$ cat src/rtl/slice_assembler.sv
// Assembles a WORD_W-bit word from addressed SLICE_W-bit slices and single-bit
// writes, then hands the finished word to a valid/ready output register.
module slice_assembler #(
  parameter  int WORD_W  = 8,
  parameter  int SLICE_W = 4,
  parameter  int ADDR_W  = 4,
  localparam int NSLICES = WORD_W / SLICE_W,
  localparam int BIT_W   = (WORD_W > 1) ? $clog2(WORD_W) : 1
) (
  input  logic               clk,
  input  logic               rst,
  input  logic               in_valid,
  output logic               in_ready,
  input  logic [ADDR_W-1:0]  in_addr,
  input  logic [SLICE_W-1:0] in_slice,
  input  logic               bit_we,
  input  logic [BIT_W-1:0]   bit_idx,
  input  logic               bit_val,
  output logic               out_valid,
  input  logic               out_ready,
  output logic [WORD_W-1:0]  out_data,
  output logic               addr_err,
  output logic [7:0]         word_count
);

  // state | meaning
  // FILL  | accepting slice and bit writes into the assembly register
  // FULL  | assembly complete, waiting for the output register to free up
  localparam logic [0:0] FILL = 1'b0;
  localparam logic [0:0] FULL = 1'b1;

  logic [0:0]         state;
  logic [WORD_W-1:0]  asm_q;
  logic [NSLICES-1:0] mask_q;

  logic [NSLICES-1:0] hit;
  logic [NSLICES-1:0] slot_we;
  logic [NSLICES-1:0] mask_n;
  logic [WORD_W-1:0]  merged;
  logic               accept;
  logic               complete;
  logic               out_free;
  logic               addr_err_n;

  assign in_ready = (state == FILL);
  assign accept   = in_valid && in_ready;
  assign out_free = !out_valid || out_ready;

  always_comb begin
    hit = '0;
    for (int s = 0; s < NSLICES; s++)
      if (in_addr == ADDR_W'(s)) hit[s] = 1'b1;
    slot_we = accept ? hit : '0;

    // Bit write goes in first so an overlapping slice write overrides it.
    merged = asm_q;
    if (state == FILL && bit_we)
      for (int b = 0; b < WORD_W; b++)
        if (bit_idx == BIT_W'(b)) merged[b] = bit_val;
    for (int s = 0; s < NSLICES; s++)
      if (slot_we[s]) merged[s*SLICE_W +: SLICE_W] = in_slice;

    mask_n     = mask_q | slot_we;
    complete   = (|slot_we) && (&mask_n);
    addr_err_n = accept && !(|hit);
  end

  always_ff @(posedge clk) begin
    if (rst) begin
      state      <= FILL;
      asm_q      <= '0;
      mask_q     <= '0;
      out_valid  <= 1'b0;
      out_data   <= '0;
      addr_err   <= 1'b0;
      word_count <= '0;
    end else begin
      addr_err <= addr_err_n;
      if (out_valid && out_ready) out_valid <= 1'b0;

      case (state)
        FILL: begin
          if (complete && out_free) begin
            out_data   <= merged;
            out_valid  <= 1'b1;
            asm_q      <= '0;
            mask_q     <= '0;
            word_count <= word_count + 8'd1;
          end else begin
            asm_q  <= merged;
            mask_q <= mask_n;
            if (complete) state <= FULL;
          end
        end
        FULL: begin
          if (out_free) begin
            out_data   <= asm_q;
            out_valid  <= 1'b1;
            asm_q      <= '0;
            mask_q     <= '0;
            word_count <= word_count + 8'd1;
            state      <= FILL;
          end
        end
        default: state <= FILL;
      endcase
    end
  end

endmodule

$ cat config.mk
export PLATFORM = sky130hd
export DESIGN_NAME = slice_assembler
export DESIGN_NICKNAME = d
export VERILOG_FILES = /design/src/rtl/slice_assembler.sv
export SDC_FILE = /design/constraint.sdc
export NUM_CORES = 1
export LEC_CHECK = 0
export CORE_MARGIN = 8
export CORE_UTILIZATION = 49
export CTS_CLUSTER_SIZE = 40
export DETAILED_ROUTE_END_ITERATION = 8
export HOLD_SLACK_MARGIN = 0.12
export PLACE_DENSITY = 0.9
export SYNTH_ARGS = -nofsm -noshare
export SYNTH_HDL_FRONTEND = slang
export SYNTH_SLANG_ARGS = --single-unit
$ cat constraint.sdc
create_clock -name clk -period 2.3 [get_ports clk]
set_input_delay 0.46 -clock clk [delete_from_list [all_inputs] [get_ports clk]]
set_output_delay 0.46 -clock clk [all_outputs]
set_load 0.01 [all_outputs]
Yosys cells after proc, flatten, opt, wreduce, memory -nomap -nowiden
Cells that the tools add are included.
{"block": "word_totals", "reg_bits": 29, "latch_bits": 0, "ramBits": 0, "rom_bits": 0, "input_bits": 17, "output_inout_bits": 19, "elab_cells": 69, "mem_count": 0}
{"block": "classes", "addsub": 1, "multipliers": 0, "div": 0, "magnitude_cmp": 0, "eq_ne": 10, "shifts": 0, "mux": 34, "bitwise_logic": 2, "n_reduce_logical": 15}
{"operator": "$mux W8", "n": 7}
{"operator": "$pmux W8 S2", "n": 3}
{"operator": "$mux W1", "n": 16}
{"operator": "$eq A3 B3 Y1 const B", "n": 4}
{"operator": "$add A8 B1 Y8 const B", "n": 1}
{"operator": "$mux W4", "n": 2}
{"operator": "$eq A3 B2 Y1 const B", "n": 2}
{"operator": "$logic_and A1 B1 Y1", "n": 6}
{"operator": "$mux W2", "n": 3}
{"operator": "$eq A4 B1 Y1 const B", "n": 1}
{"operator": "$logic_not A4 Y1", "n": 1}
{"operator": "$ne A2 B1 Y1 const B", "n": 2}
{"operator": "$pmux W1 S2", "n": 2}
{"operator": "$pmux W2 S2", "n": 1}
{"operator": "$reduce_and A2 Y1", "n": 2}
{"operator": "$reduce_or A2 Y1", "n": 2}
{"operator": "$eq A3 B1 Y1 const B", "n": 1}
{"operator": "$logic_not A3 Y1", "n": 1}
{"operator": "$logic_not A1 Y1", "n": 2}
{"operator": "$or A2 B2 Y2", "n": 1}
{"operator": "$logic_or A1 B1 Y1", "n": 1}
{"operator": "$not A1 Y1", "n": 1}

Logic depth before layout (Yosys ltp)
{"block": "logic_depth", "ltp_word": 9, "mapped_depth": 6}

Worst setup path after synthesis
No wires, ideal clock.
{"block": "synth_path", "kind": "input port to flip-flop", "from": "in in_addr[1]", "to": "reg word_count[3]", "arrival_ps": 2066, "setup_slack_ps": 164, "cell_stages": 6, "path_buffers": 2, "path_cell_list": "or4b_1 buf_2 o21a_1 buf_6 or4_1 a21oi_1"}
{"block": "synth_via", "elab_chain_cells": 9, "word_cells_on_any_way": 12}
{"element": "start, declared", "line_no": "14", "source": "input logic [ADDR_W-1:0] in_addr,"}
{"element": "$eq A4 B1 Y1 / $logic_not A4 Y1 (equally long branches)", "line_no": "52", "source": "if (in_addr == ADDR_W'(s)) hit[s] = 1'b1;"}
{"element": "$mux W1", "line_no": "52"}
{"element": "$mux W2 (*)", "line_no": "53", "source": "slot_we = accept ? hit : '0;"}
{"element": "$or A2 B2 Y2", "line_no": "63", "source": "mask_n = mask_q | slot_we;"}
{"element": "$reduce_and A2 Y1", "line_no": "64", "source": "complete = (|slot_we) && (&mask_n);"}
{"element": "$logic_and A1 B1 Y1 (*)", "line_no": "64"}
{"element": "$logic_and A1 B1 Y1 (*)", "line_no": "83", "source": "if (complete && out_free) begin"}
{"element": "$ne A2 B1 Y1 (no line) (*)"}
{"element": "$reduce_and A2 Y1 (no line) (*)"}
{"element": "end signal, assigned", "line_no": "88", "source": "word_count <= word_count + 8'd1;"}
{"element": "end signal, assigned", "line_no": "101", "source": "word_count <= word_count + 8'd1;"}
{"element": "end, declared", "line_no": "23", "source": "output logic [7:0] word_count"}
Every way passes the cells marked *; elsewhere a longest branch is shown, timed or not.
A chain may end at the register's enable or synchronous reset.

Final worst setup path
{"block": "layout_path", "from": "in in_addr[1]", "to": "reg out_data[2]"}
{"block": "layout_via", "elab_chain_cells": 9, "word_cells_on_any_way": 15}
{"element": "$eq A4 B1 Y1 / $logic_not A4 Y1 (equally long branches)", "line_no": "52"}
{"element": "$mux W1", "line_no": "52"}
{"element": "$mux W2 (*)", "line_no": "53"}
{"element": "$or A2 B2 Y2", "line_no": "63"}
{"element": "$reduce_and A2 Y1", "line_no": "64"}
{"element": "$logic_and A1 B1 Y1", "line_no": "64"}
{"element": "$logic_and A1 B1 Y1", "line_no": "83"}
{"element": "$ne A2 B1 Y1 (no line)"}
{"element": "$reduce_and A2 Y1 (no line)"}
{"element": "end signal, assigned", "line_no": "84", "source": "out_data <= merged;"}
{"element": "end signal, assigned", "line_no": "97", "source": "out_data <= asm_q;"}
{"element": "end, declared", "line_no": "21", "source": "output logic [WORD_W-1:0] out_data,"}
Every way passes the cells marked *; elsewhere a longest branch is shown, timed or not. The select of a mux whose other input is x is not followed.

==> impl_metrics.csv <==
group,metric,value,unit
setup_path,r2r_cells,4,
clock_tree,numCtsBuffers,5,
sta,tns,0,ps
sta,finalMaxSlewViolations,0,
sta,setup_viol,0,
hold_path,hold_end,"asm_q[0]",
power_and_ir_drop,finalPower,0.906,mW
setup_path,rr_startpoint,"state",
clock_tree,clk_pin_slew_worst_paths,80,ps
setup_path,reg2reg_slack,400,ps
detailed_routing,vias_per_cell,6.47,
hold_path,worstHoldStart,"asm_q[0]",
sta,fin_crit,2210,ps
yosys,seq_area_frac_synth,39.2,%
clock_tree,post-cts-setup-buffer-count,0,
floorplanning,design.core.area,2950,µm²
sta,clock-skew-final,2.78,ps
sta,fin_crit_sh,96.0,%
clock_tree,cts.sinks,29,
hold_path,min_path_type,"flop to flop",
grt,grt_pass1_wl,7.47,mm
finish,antennaDiodeCount,0,
detailed_routing,postRouteWirelength,4.53,mm
yosys,ys_ff_latch,29,
setup_path,path_class,"primary input to flop",
yosys,syn_avg_cell_area,8.76,µm²
yosys,async_flop_share,0,%
detailed_routing,drtAntennaViolNets,0,
hold_path,hold_depth,1,
grt,grt_pass1_vias,1682,
detailed_routing,drtPass1Iterations,4,
yosys,yosysWarnings,0,
setup_path,crit_path_max_fanout,8,
floorplanning,ios,36,
detailed_routing,routed-via-count,1677,
floorplanning,die_w,71.0,µm
clock_tree,ctsHoldBuffers,0,
floorplanning,core.rowCount,20,
clock_tree,h-tree-depth,2,
finish,fillers,245,
floorplanning,fp.dieArea,5040,µm²
grt,grt.total_usage,18.2,%
finish,drive_above_1_share,16.4,%
place,gp_congestion,0.905,
clock_tree,cts_max_path_buffers,2,
detailed_routing,route.detailed.drc,0,
setup_path,critPathArrivalTime,2470,ps
finish,syn2layout_area_growth,38.6,%
clock_tree,insertion_delay,320,ps
yosys,synth_cell_types,45,
floorplanning,die_y,71.0,µm
clock_tree,root_buffer,"clkbuf_4",
sta,grt_setup_unrepaired,"no",
finish,register_area,581,µm²
yosys,synth-edff-count,0,
place,portBuffers,35,
clock_tree,cts_tree,"yes",
finish,multi_input_area,828,µm²
sta,max_freq,453,MHz
job,drv_cap,0,
power_and_ir_drop,power.leakage,0.771,nW
sta,tightest_slew,585,ps
setup_path,critical_path_required,2570,ps
place,dp_hpwl,3.59,mm
sta,finalHoldViolCount,0,
sta,setup_slack,91.0,ps
yosys,yosys_most_used_dff,"dfxtp_1",
detailed_routing,wl_per_cell,17.5,µm
yosys,synth_nets,187,
yosys,syn_area,1480,µm²
yosys,netlist_instances,169,
setup_path,start_kind,"primary input",
sta,slew_headroom,60.7,%
detailed_routing,drt_iter0_drc,80,
finish,fin_nets,243,
grt,grt_max_degree,14,
power_and_ir_drop,peakVddDrop,0.294,mV
status,status,"completed",
grt,grt_overflow_total,0,
grt,antenna_found_initial,0,
power_and_ir_drop,p_per_area,441,nW/µm²
setup_path,r2r_end,"asm_q[2]",
setup_path,cp-end-kind,"flop",
place,post-place-ws,-241,ps
floorplanning,start_util,50.1,%
[cell families after synthesis]
kind of cell               synth area share [%]
AOI/OAI and AO/OA                          32.3
adders and majority gates                 0.845
buffers and inverters                      4.90
DFF                                        39.2
muxes                                     0.676
and+or+nand+nor                            22.1
[synthesized netlist by cell type, drive strengths merged, types with 2 or more instances]
cell type   n  area, µm²
o211a       4       40.0
or4         3       22.5
or3         5       31.3
nand2b      3       18.8
nand2       8       30.0
nor4b       2       17.5
nor3        6       30.0
a311oi      4       35.0
dfxtp      29        581
inv         7       26.3
a41o        4       40.0
clkbuf      7       26.3
a32o        4       40.0
o311ai      3       26.3
a31o        2       17.5
a21oi      13       65.1
o21a        5       37.5
a31oi       3       18.8
o21ai       8       40.0
o31ai       9       67.6
or2         3       18.8
nand3      10       50.1
nor2        7       28.8
buf         2       16.3
[final cells by class]
| cell class | instances | area share, % |
|---|---|---|
| Sequential cell | 29 | 28.3 |
| Inverter | 8 | 1.46 |
| Tap cell | 33 | 2.01 |
| Timing Repair Buffer | 58 | 25.5 |
| Clock buffer | 8 | 2.38 |
| Multi-Input combinational cell | 123 | 40.4 |
[layer usage]
| metal | track usage (%) | routed length, µm | vias up |
|---|---|---|---|
| li1 | - | - | 774 |
| met1 | 17.8 | 1690 | 800 |
| met2 | 33.8 | 2330 | 80 |
| met3 | 5.51 | 337 | 23 |
| met4 | 9.24 | 169 | 0 |
| met5 | 0 | 0 | - |
[sequential cells by signal (all words and copies together), names as in the netlist]
signal / flops
asm_q: 8
out_data: 8
word_count: 8
mask_q: 2
addr_err: 1
out_valid: 1
state: 1
[metrics by stage]
step           area [µm²]  utilization (%)  std cells  hold WS (ps)
6_report             2050             69.5        259           484
5_1_grt              2050             69.5        259           507
4_1_cts              2050             69.4        259           487
3_5_place_dp         2000             67.8        251           467
3_3_place_gp         2000             67.8        251           446
2_1_floorplan        1480                -        169           419
[power by group]
group          leakage, nW  internal [mW]  switching, mW
registers            0.234          0.509        0.00428
clock network       0.0265          0.122          0.165
logic                0.510         0.0552         0.0511
[critical path, stage by stage]
cell             delay [ps]
clkdlybuf4s50_1         410
or4b_1                  560
buf_4                   190
or2_2                   310
buf_4                   150
o311ai_0                130
a41o_1                  250
[timing repair]
item                                    in CTS  in global routing
endpoints found under the setup margin       0                  6
resized for setup                            0                  1
endpoints found under the hold margin        0                  0
[worst max-delay path by stage]
| stage | start | endpoint | cells after the start |
|---|---|---|---|
| 2_1_floorplan | in_addr[1] | word_count[3] | 6 |
| 3_3_place_gp | in_addr[1] | out_data[0] | 6 |
| 3_5_place_dp | in_addr[3] | word_count[6] | 5 |
| 4_1_cts | in_addr[3] | word_count[6] | 5 |
| 5_1_grt | in_addr[1] | out_data[2] | 7 |
| 6_report | in_addr[1] | out_data[2] | 7 |
[cell usage in the layout, fill, tap and decap left out, types with 6 or more instances in the layout]
| master | synthesis | routed |
|---|---|---|
| clkdlybuf4s50_1 | 0 | 35 |
| inv_1 | 7 | 7 |
| o31ai_1 | 9 | 9 |
| a21oi_1 | 13 | 13 |
| dfxtp_1 | 29 | 29 |
| o21ai_0 | 7 | 7 |
| nor3_1 | 6 | 6 |
| nand2_1 | 8 | 8 |
| nand3_1 | 10 | 10 |
| buf_4 | 0 | 23 |
| nor2_1 | 6 | 6 |
(Power assumes the default switching activity.)
